==> config.mk <==
export PLATFORM = sky130hd
export DESIGN_NAME = mc_ctrl_fsm_flat
export DESIGN_NICKNAME = d
export VERILOG_FILES = /design/src/rtl/mc_ctrl_if.sv /design/src/rtl/mc_ctrl_fsm.sv /design/src/flat_wrapper.sv
export SDC_FILE = /design/constraint.sdc
export NUM_CORES = 1
export LEC_CHECK = 0
export CORE_AREA = 8 8 62 64
export CTS_BUF_LIST = sky130_fd_sc_hd__clkbuf_8
export DETAILED_ROUTE_END_ITERATION = 6
export DIE_AREA = 0 0 70 72
export HOLD_SLACK_MARGIN = 0.05
export PLACE_DENSITY = 0.87
export SKIP_CTS_REPAIR_TIMING = 1
export SLEW_MARGIN = 40
export SYNTH_ARGS = -nofsm -noshare
export SYNTH_HDL_FRONTEND = slang
export SYNTH_SLANG_ARGS = --single-unit
==> constraint.sdc <==
create_clock -name clk -period 1.8 [get_ports clk]
set_input_delay 0.18 -clock clk [delete_from_list [all_inputs] [get_ports clk]]
set_output_delay 0.18 -clock clk [all_outputs]
set_load 0.05 [all_outputs]
==> src/rtl/mc_ctrl_if.sv <==
// Control/handshake bundle between the multi-cycle sequencer and the datapath/memory side.
// The sequencer uses the slave modport; whoever drives instructions and memory uses master.
interface mc_ctrl_if;
   logic [31:0] instr;
   logic        mem_ready;
   logic        branch_taken;
   logic        stall;
   logic [2:0]  state;
   logic        ir_write;
   logic        mem_req;
   logic        mem_we;
   logic [1:0]  alu_op;
   logic        alu_src_a;
   logic        alu_src_b;
   logic        reg_write;
   logic [1:0]  wb_sel;
   logic        pc_write;
   logic [1:0]  pc_src;
   logic        halted;
   logic [1:0]  halt_cause;

   modport slave (
      input  instr, mem_ready, branch_taken, stall,
      output state, ir_write, mem_req, mem_we, alu_op, alu_src_a, alu_src_b,
             reg_write, wb_sel, pc_write, pc_src, halted, halt_cause
   );

   modport master (
      output instr, mem_ready, branch_taken, stall,
      input  state, ir_write, mem_req, mem_we, alu_op, alu_src_a, alu_src_b,
             reg_write, wb_sel, pc_write, pc_src, halted, halt_cause
   );
endinterface

==> src/rtl/mc_ctrl_fsm.sv <==
// Multi-cycle RV32I sequencer: one ALU and one memory port shared across the
// FETCH/DECODE/EXEC/MEM/WB phases of each instruction.
//
//  state  | meaning
//  FETCH  | request instruction word, load IR on mem_ready
//  DECODE | classify opcode; SYSTEM or unknown opcodes halt
//  EXEC   | ALU op for the instruction; branches/fences retire here
//  MEM    | load/store data access; stores retire here
//  WB     | register write and PC update
//  HALT   | sticky stop until reset, cause held in halt_cause
module mc_ctrl_fsm #(
   parameter int unsigned MEM_TIMEOUT = 16
) (
   input  logic     clk,
   input  logic     rst,
   mc_ctrl_if.slave bus
);
   localparam logic [2:0] S_FETCH  = 3'd0;
   localparam logic [2:0] S_DECODE = 3'd1;
   localparam logic [2:0] S_EXEC   = 3'd2;
   localparam logic [2:0] S_MEM    = 3'd3;
   localparam logic [2:0] S_WB     = 3'd4;
   localparam logic [2:0] S_HALT   = 3'd5;

   localparam logic [6:0] OPC_LUI    = 7'b0110111;
   localparam logic [6:0] OPC_AUIPC  = 7'b0010111;
   localparam logic [6:0] OPC_JAL    = 7'b1101111;
   localparam logic [6:0] OPC_JALR   = 7'b1100111;
   localparam logic [6:0] OPC_BRANCH = 7'b1100011;
   localparam logic [6:0] OPC_LOAD   = 7'b0000011;
   localparam logic [6:0] OPC_STORE  = 7'b0100011;
   localparam logic [6:0] OPC_OPIMM  = 7'b0010011;
   localparam logic [6:0] OPC_OP     = 7'b0110011;
   localparam logic [6:0] OPC_FENCE  = 7'b0001111;
   localparam logic [6:0] OPC_SYSTEM = 7'b1110011;

   localparam int unsigned   CW         = (MEM_TIMEOUT > 1) ? $clog2(MEM_TIMEOUT) : 1;
   localparam logic [CW-1:0] WAIT_TC    = CW'(MEM_TIMEOUT - 1);
   localparam bit            TIMEOUT_EN = (MEM_TIMEOUT != 0);

   logic [2:0]    state_q, state_d;
   logic [CW-1:0] wait_q, wait_d;
   logic [1:0]    cause_q, cause_d;

   logic [6:0] opc;
   logic       is_lui, is_auipc, is_jal, is_jalr, is_branch, is_load, is_store;
   logic       is_opimm, is_op, is_fence, is_system, is_legal;
   logic       unused_instr;

   assign opc          = bus.instr[6:0];
   assign unused_instr = ^bus.instr[31:7];

   assign is_lui    = (opc == OPC_LUI);
   assign is_auipc  = (opc == OPC_AUIPC);
   assign is_jal    = (opc == OPC_JAL);
   assign is_jalr   = (opc == OPC_JALR);
   assign is_branch = (opc == OPC_BRANCH);
   assign is_load   = (opc == OPC_LOAD);
   assign is_store  = (opc == OPC_STORE);
   assign is_opimm  = (opc == OPC_OPIMM);
   assign is_op     = (opc == OPC_OP);
   assign is_fence  = (opc == OPC_FENCE);
   assign is_system = (opc == OPC_SYSTEM);
   assign is_legal  = is_lui | is_auipc | is_jal | is_jalr | is_branch | is_load |
                      is_store | is_opimm | is_op | is_fence | is_system;

   // ALU setup chosen in EXEC and held through MEM/WB so the address/result stays stable
   logic [1:0] exec_alu_op;
   logic       exec_src_a, exec_src_b;

   always_comb begin
      exec_alu_op = 2'b00;
      exec_src_a  = 1'b0;
      exec_src_b  = 1'b0;
      if (is_op) begin
         exec_alu_op = 2'b11;
      end else if (is_opimm) begin
         exec_alu_op = 2'b11;
         exec_src_b  = 1'b1;
      end else if (is_load | is_store | is_jalr) begin
         exec_alu_op = 2'b10;
         exec_src_b  = 1'b1;
      end else if (is_branch) begin
         exec_alu_op = 2'b01;
      end else if (is_auipc) begin
         exec_alu_op = 2'b10;
         exec_src_a  = 1'b1;
         exec_src_b  = 1'b1;
      end
   end

   logic       ir_write_c, mem_req_c, mem_we_c, reg_write_c, pc_write_c;
   logic       src_a_c, src_b_c;
   logic [1:0] alu_op_c, wb_sel_c, pc_src_c;
   logic       wait_expired;

   assign wait_expired = TIMEOUT_EN && (wait_q == WAIT_TC);

   always_comb begin
      state_d     = state_q;
      wait_d      = wait_q;
      cause_d     = cause_q;
      ir_write_c  = 1'b0;
      mem_req_c   = 1'b0;
      mem_we_c    = 1'b0;
      reg_write_c = 1'b0;
      pc_write_c  = 1'b0;
      src_a_c     = 1'b0;
      src_b_c     = 1'b0;
      alu_op_c    = 2'b00;
      wb_sel_c    = 2'b00;
      pc_src_c    = 2'b00;

      case (state_q)
         S_FETCH: begin
            mem_req_c = 1'b1;
            if (bus.mem_ready) begin
               ir_write_c = 1'b1;
               state_d    = S_DECODE;
            end else if (wait_expired) begin
               state_d = S_HALT;
               cause_d = 2'b11;
            end else begin
               wait_d = wait_q + CW'(1);
            end
         end
         S_DECODE: begin
            if (is_system) begin
               state_d = S_HALT;
               cause_d = 2'b01;
            end else if (!is_legal) begin
               state_d = S_HALT;
               cause_d = 2'b10;
            end else begin
               state_d = S_EXEC;
            end
         end
         S_EXEC: begin
            alu_op_c = exec_alu_op;
            src_a_c  = exec_src_a;
            src_b_c  = exec_src_b;
            if (is_branch) begin
               pc_write_c = 1'b1;
               pc_src_c   = bus.branch_taken ? 2'b01 : 2'b00;
               state_d    = S_FETCH;
            end else if (is_fence) begin
               // single-port in-order core: FENCE has nothing to order, retire as PC+4
               pc_write_c = 1'b1;
               state_d    = S_FETCH;
            end else if (is_load | is_store) begin
               state_d = S_MEM;
            end else begin
               state_d = S_WB;
            end
         end
         S_MEM: begin
            alu_op_c  = exec_alu_op;
            src_a_c   = exec_src_a;
            src_b_c   = exec_src_b;
            mem_req_c = 1'b1;
            mem_we_c  = is_store;
            if (bus.mem_ready) begin
               if (is_store) begin
                  pc_write_c = 1'b1;
                  state_d    = S_FETCH;
               end else begin
                  state_d = S_WB;
               end
            end else if (wait_expired) begin
               state_d = S_HALT;
               cause_d = 2'b11;
            end else begin
               wait_d = wait_q + CW'(1);
            end
         end
         S_WB: begin
            alu_op_c    = exec_alu_op;
            src_a_c     = exec_src_a;
            src_b_c     = exec_src_b;
            reg_write_c = 1'b1;
            pc_write_c  = 1'b1;
            if (is_load)                wb_sel_c = 2'b01;
            else if (is_jal | is_jalr)  wb_sel_c = 2'b10;
            else if (is_lui)            wb_sel_c = 2'b11;
            if (is_jal)                 pc_src_c = 2'b01;
            else if (is_jalr)           pc_src_c = 2'b10;
            state_d = S_FETCH;
         end
         S_HALT: begin
         end
         default: begin
            state_d = S_FETCH;
         end
      endcase

      if (state_d != state_q) wait_d = '0;

      // request lines stay up during a stall; only the commit strobes are masked
      if (bus.stall) begin
         state_d     = state_q;
         wait_d      = wait_q;
         cause_d     = cause_q;
         ir_write_c  = 1'b0;
         reg_write_c = 1'b0;
         pc_write_c  = 1'b0;
      end
   end

   always_ff @(posedge clk or posedge rst) begin
      if (rst) begin
         state_q <= S_FETCH;
         wait_q  <= '0;
         cause_q <= 2'b00;
      end else begin
         state_q <= state_d;
         wait_q  <= wait_d;
         cause_q <= cause_d;
      end
   end

   assign bus.state      = state_q;
   assign bus.ir_write   = ir_write_c  & ~rst;
   assign bus.mem_req    = mem_req_c   & ~rst;
   assign bus.mem_we     = mem_we_c    & ~rst;
   assign bus.reg_write  = reg_write_c & ~rst;
   assign bus.pc_write   = pc_write_c  & ~rst;
   assign bus.alu_src_a  = src_a_c     & ~rst;
   assign bus.alu_src_b  = src_b_c     & ~rst;
   assign bus.alu_op     = rst ? 2'b00 : alu_op_c;
   assign bus.wb_sel     = rst ? 2'b00 : wb_sel_c;
   assign bus.pc_src     = rst ? 2'b00 : pc_src_c;
   assign bus.halted     = (state_q == S_HALT) & ~rst;
   assign bus.halt_cause = rst ? 2'b00 : cause_q;
endmodule
==> src/flat_wrapper.sv <==
// flat-port wrapper written by rule: the top's interface ports become plain ports
module mc_ctrl_fsm_flat 
#(
   parameter int unsigned MEM_TIMEOUT = 16
)
  (clk, rst, bus_instr, bus_mem_ready, bus_branch_taken, bus_stall, bus_state, bus_ir_write, bus_mem_req, bus_mem_we, bus_alu_op, bus_alu_src_a, bus_alu_src_b, bus_reg_write, bus_wb_sel, bus_pc_write, bus_pc_src, bus_halted, bus_halt_cause);
  mc_ctrl_if bus_i ();
  input  logic clk;
  input  logic rst;
  input wire logic [$bits(bus_i.instr)-1:0] bus_instr;
  input wire logic [$bits(bus_i.mem_ready)-1:0] bus_mem_ready;
  input wire logic [$bits(bus_i.branch_taken)-1:0] bus_branch_taken;
  input wire logic [$bits(bus_i.stall)-1:0] bus_stall;
  output wire logic [$bits(bus_i.state)-1:0] bus_state;
  output wire logic [$bits(bus_i.ir_write)-1:0] bus_ir_write;
  output wire logic [$bits(bus_i.mem_req)-1:0] bus_mem_req;
  output wire logic [$bits(bus_i.mem_we)-1:0] bus_mem_we;
  output wire logic [$bits(bus_i.alu_op)-1:0] bus_alu_op;
  output wire logic [$bits(bus_i.alu_src_a)-1:0] bus_alu_src_a;
  output wire logic [$bits(bus_i.alu_src_b)-1:0] bus_alu_src_b;
  output wire logic [$bits(bus_i.reg_write)-1:0] bus_reg_write;
  output wire logic [$bits(bus_i.wb_sel)-1:0] bus_wb_sel;
  output wire logic [$bits(bus_i.pc_write)-1:0] bus_pc_write;
  output wire logic [$bits(bus_i.pc_src)-1:0] bus_pc_src;
  output wire logic [$bits(bus_i.halted)-1:0] bus_halted;
  output wire logic [$bits(bus_i.halt_cause)-1:0] bus_halt_cause;
  assign bus_i.instr = bus_instr;
  assign bus_i.mem_ready = bus_mem_ready;
  assign bus_i.branch_taken = bus_branch_taken;
  assign bus_i.stall = bus_stall;
  assign bus_state = bus_i.state;
  assign bus_ir_write = bus_i.ir_write;
  assign bus_mem_req = bus_i.mem_req;
  assign bus_mem_we = bus_i.mem_we;
  assign bus_alu_op = bus_i.alu_op;
  assign bus_alu_src_a = bus_i.alu_src_a;
  assign bus_alu_src_b = bus_i.alu_src_b;
  assign bus_reg_write = bus_i.reg_write;
  assign bus_wb_sel = bus_i.wb_sel;
  assign bus_pc_write = bus_i.pc_write;
  assign bus_pc_src = bus_i.pc_src;
  assign bus_halted = bus_i.halted;
  assign bus_halt_cause = bus_i.halt_cause;
  mc_ctrl_fsm #(.MEM_TIMEOUT(MEM_TIMEOUT)) u_core (.clk(clk), .rst(rst), .bus(bus_i));
endmodule
==> results by group <==
Outcome
  – Status: finished with violations
  – Violated checks: setup timing

Place
  – Post-place setup slack: -331 ps
  – Post-DP Area: 1890 um^2
  – Final HPWL DP: 3050 um
  – Placed insts: ~220
  – PortBufs: 30
  – Placer congestion estimate: 0.868

Power
  – Pwr/cell area: about 820 nW/um^2
  – Maximum vdd ir drop: 915 uV
  – Leak pwr: 0.000919 uW

Setup path
  – Startpoint Class: flop
  – Worst-path fanout max: 6
  – CP endpoint kind: primary output
  – R2R Setup Slk: 110 ps
  – Critical path required time: between 1500 and 2000 ps
  – CP Class: flop to primary output
  – Critical Path AT: 1770 ps

Synth
  – Post-synth EDFFs: 0
  – Netlist area before placement: 1000 um^2
  – Cells after Synth: ~130
  – Netlist cell types: 45
  – Post-synthesis mux area share: 0%
  – Sequential-to-total area share from yosys stat: 22.5%
  – Compound-Gate Fraction of Synth Area: 23.8%
  – Syn Nets: 170
  – Synth Area per Inst: 7.58 um^2
  – Top FF cell, synth: dfrtp_1
  – Synth warn: 0
  – Largest family of logic cells by synthesized area: simple AND/OR/NAND/NOR gates
  – Synth Register Bits: 9
  – Synthesized-area fraction occupied by adder cells: about 2.3%
  – Post-synth ARST share: 100%
  – Post-Synth XOR/XNOR Area: 3.50%
  – Post-Synth Simple-Gate Area: 39.8%

Timing
  – TNS Setup: -364 ps
  – Max Clock Freq: between 500 and 600 MHz
  – Worst slew pin tran: 523 ps
  – Final setup fails: 6
  – Slew HR: 64.8%
  – Setup WS post-layout: -153 ps
  – Pins over their slew limit: 0
  – Final hold violation count: 0
  – Period utilisation layout: 109%
  – Final Critical Period: 1950 ps
  – Final setup skew: roughly 5.8 ps
  – Unrepaired setup endpoints after global routing: yes

Floorplanning
  – DIE AREA: 5040 um^2
  – I/O Pins: 56
  – Chip height: 72 um
  – Initial Utilization: 34.5%
  – CORE AREA: 2900 um^2
  – Chip Width: 70 um
  – Row cnt: 20

Run
  – Max-capacitance violation count: 0

Global route
  – Gr ovfl total: 0
  – Vias in the first global route: between 1000 and 1500
  – Initial antenna violation count: 0
  – Gr usage total: 14.3%
  – Pin count of the biggest net entering global routing: 13
  – First-pass GRT wire length: 6120 um

Final layout
  – Commonest non-fill, non-tap cells in the layout: buf_4 (47), buf_12 (15), nor2_1 (10)
  – Final #Nets: 244
  – N_diodes: 0
  – Share of cells above drive strength 1: 54.1%
  – Commonest non-fill, non-tap cell in the layout: buf_4
  – Final Util: 72.7%
  – Non-Filler Instances: 238
  – Post-route cell area: ~2100 um^2
  – Area delta synth->final: 111%

Drt
  – Routed length per instance: between 15 and 20 um
  – Final WL: 4530 um
  – Number of DRC markers in iteration 0: ~110
  – Vias post-DR: 1423
  – DR DRC count: 0
  – Drt via density: 5.98
  – Post-DRT Antenna Nets: 0
  – First-pass DRT Iterations: 4

Clocking
  – CTS tree: done
  – Clk root buf: clkbuf_8
  – CTS max path bufs: 2
  – Sink Count: 9
  – Num CTS Buffers: 3
  – CTS clk-pin slew, worst paths: 50 ps
  – Worst-Skew Late Latency: 240 ps
  – Htree depth: 1

Min path
  – Hold/Removal Path Class: input port to asynchronous set/reset pin
## worst paths after layout
check	from	end	cells after the start
max	u_core.bus.state[2]$_DFFE_PP0N_	bus_pc_write	4
min	rst	u_core.bus.state[2]$_DFFE_PP0N_	3
max reg2reg	u_core.wait_q[0]$_DFFE_PP0P_	u_core.cause_q[0]$_DFFE_PP0P_	5
min reg2reg	u_core.cause_q[0]$_DFFE_PP0P_	u_core.cause_q[0]$_DFFE_PP0P_	1
max in group asynchronous	rst	u_core.bus.state[1]$_DFFE_PP0N_	3
min in group clk	u_core.cause_q[0]$_DFFE_PP0P_	u_core.cause_q[0]$_DFFE_PP0P_	1
## per-stage QoR
stage          total power [uW]  hold slack (ps)
2_1_floorplan               956             31.2
3_3_place_gp               1260              467
3_5_place_dp               1290              473
4_1_cts                    1540              379
5_1_grt                    1810             97.0
6_report                   1730             54.3
## cells by family (layout without fill, tap and decap cells)
kind of cell	count (synthesis)	count (layout)
simple gates	67	67
compound gates	33	33
buf+inv	17	90
flops	9	9
xor+xnor	4	4
fa+ha+maj	2	2
## critical path: stages (launching register included)
cell	delay, ps
dfrtp_2	470
nor2b_4	190
nand4_1	170
a2111oi_4	460
clkbuf_16	240
## synthesized netlist by cell type (all sizes together), types with 2 or more instances
master    n  area (um^2)
nor2     17         63.8
nand2    11         41.3
buf       8         48.8
or2       2         12.5
a311o     2         21.3
inv       6         22.5
nor2b     3         18.8
a2111oi   2         17.5
clkbuf    2         7.51
dfrtp     9          225
nand2b    3         18.8
a21oi     7         35.0
o31ai     2         15.0
a211oi    2         25.0
nand4     2         12.5
nor4      7         58.8
nand3     7         35.0
nor3      5         25.0
xor2      3         26.3
a31oi     3         18.8
o21a      2         15.0
and3      2         12.5
nor4b     2         32.5
o32a      2         21.3
o21ai     8         43.8
## power by group
group	leakage (uW)	internal, uW	switching [uW]
registers	0.000109	254	73.9
clock network	0.0000269	150	92.1
logic	0.000783	499	659
total	0.000919	903	825
## area by class of cell
type | count | area [um^2]
Clock buffer | 3 | 41.3
Clock inverter | 1 | 3.75
Fill cell | 174 | 792
Inverter | 7 | 26.3
Multi-Input combinational cell | 106 | 911
Sequential cell | 9 | 229
Tap cell | 33 | 41.3
Timing Repair Buffer | 79 | 858
## flip-flops by register name (all words and copies together), names as in the netlist
| register | cells |
|---|---|
| u_core.bus.state | 3 |
| u_core.cause_q | 2 |
| u_core.wait_q | 4 |
## per-layer routing
metal	vias up	part of all wire [%]	GRT usage (%)
met4	0	2.2	5.58
met3	12	5.5	2.59
met5	-	0	0
met2	82	51	24.4
met1	691	41	17.4
li1	638	-	-
Note: power is estimated with default switching activity, not from simulation.
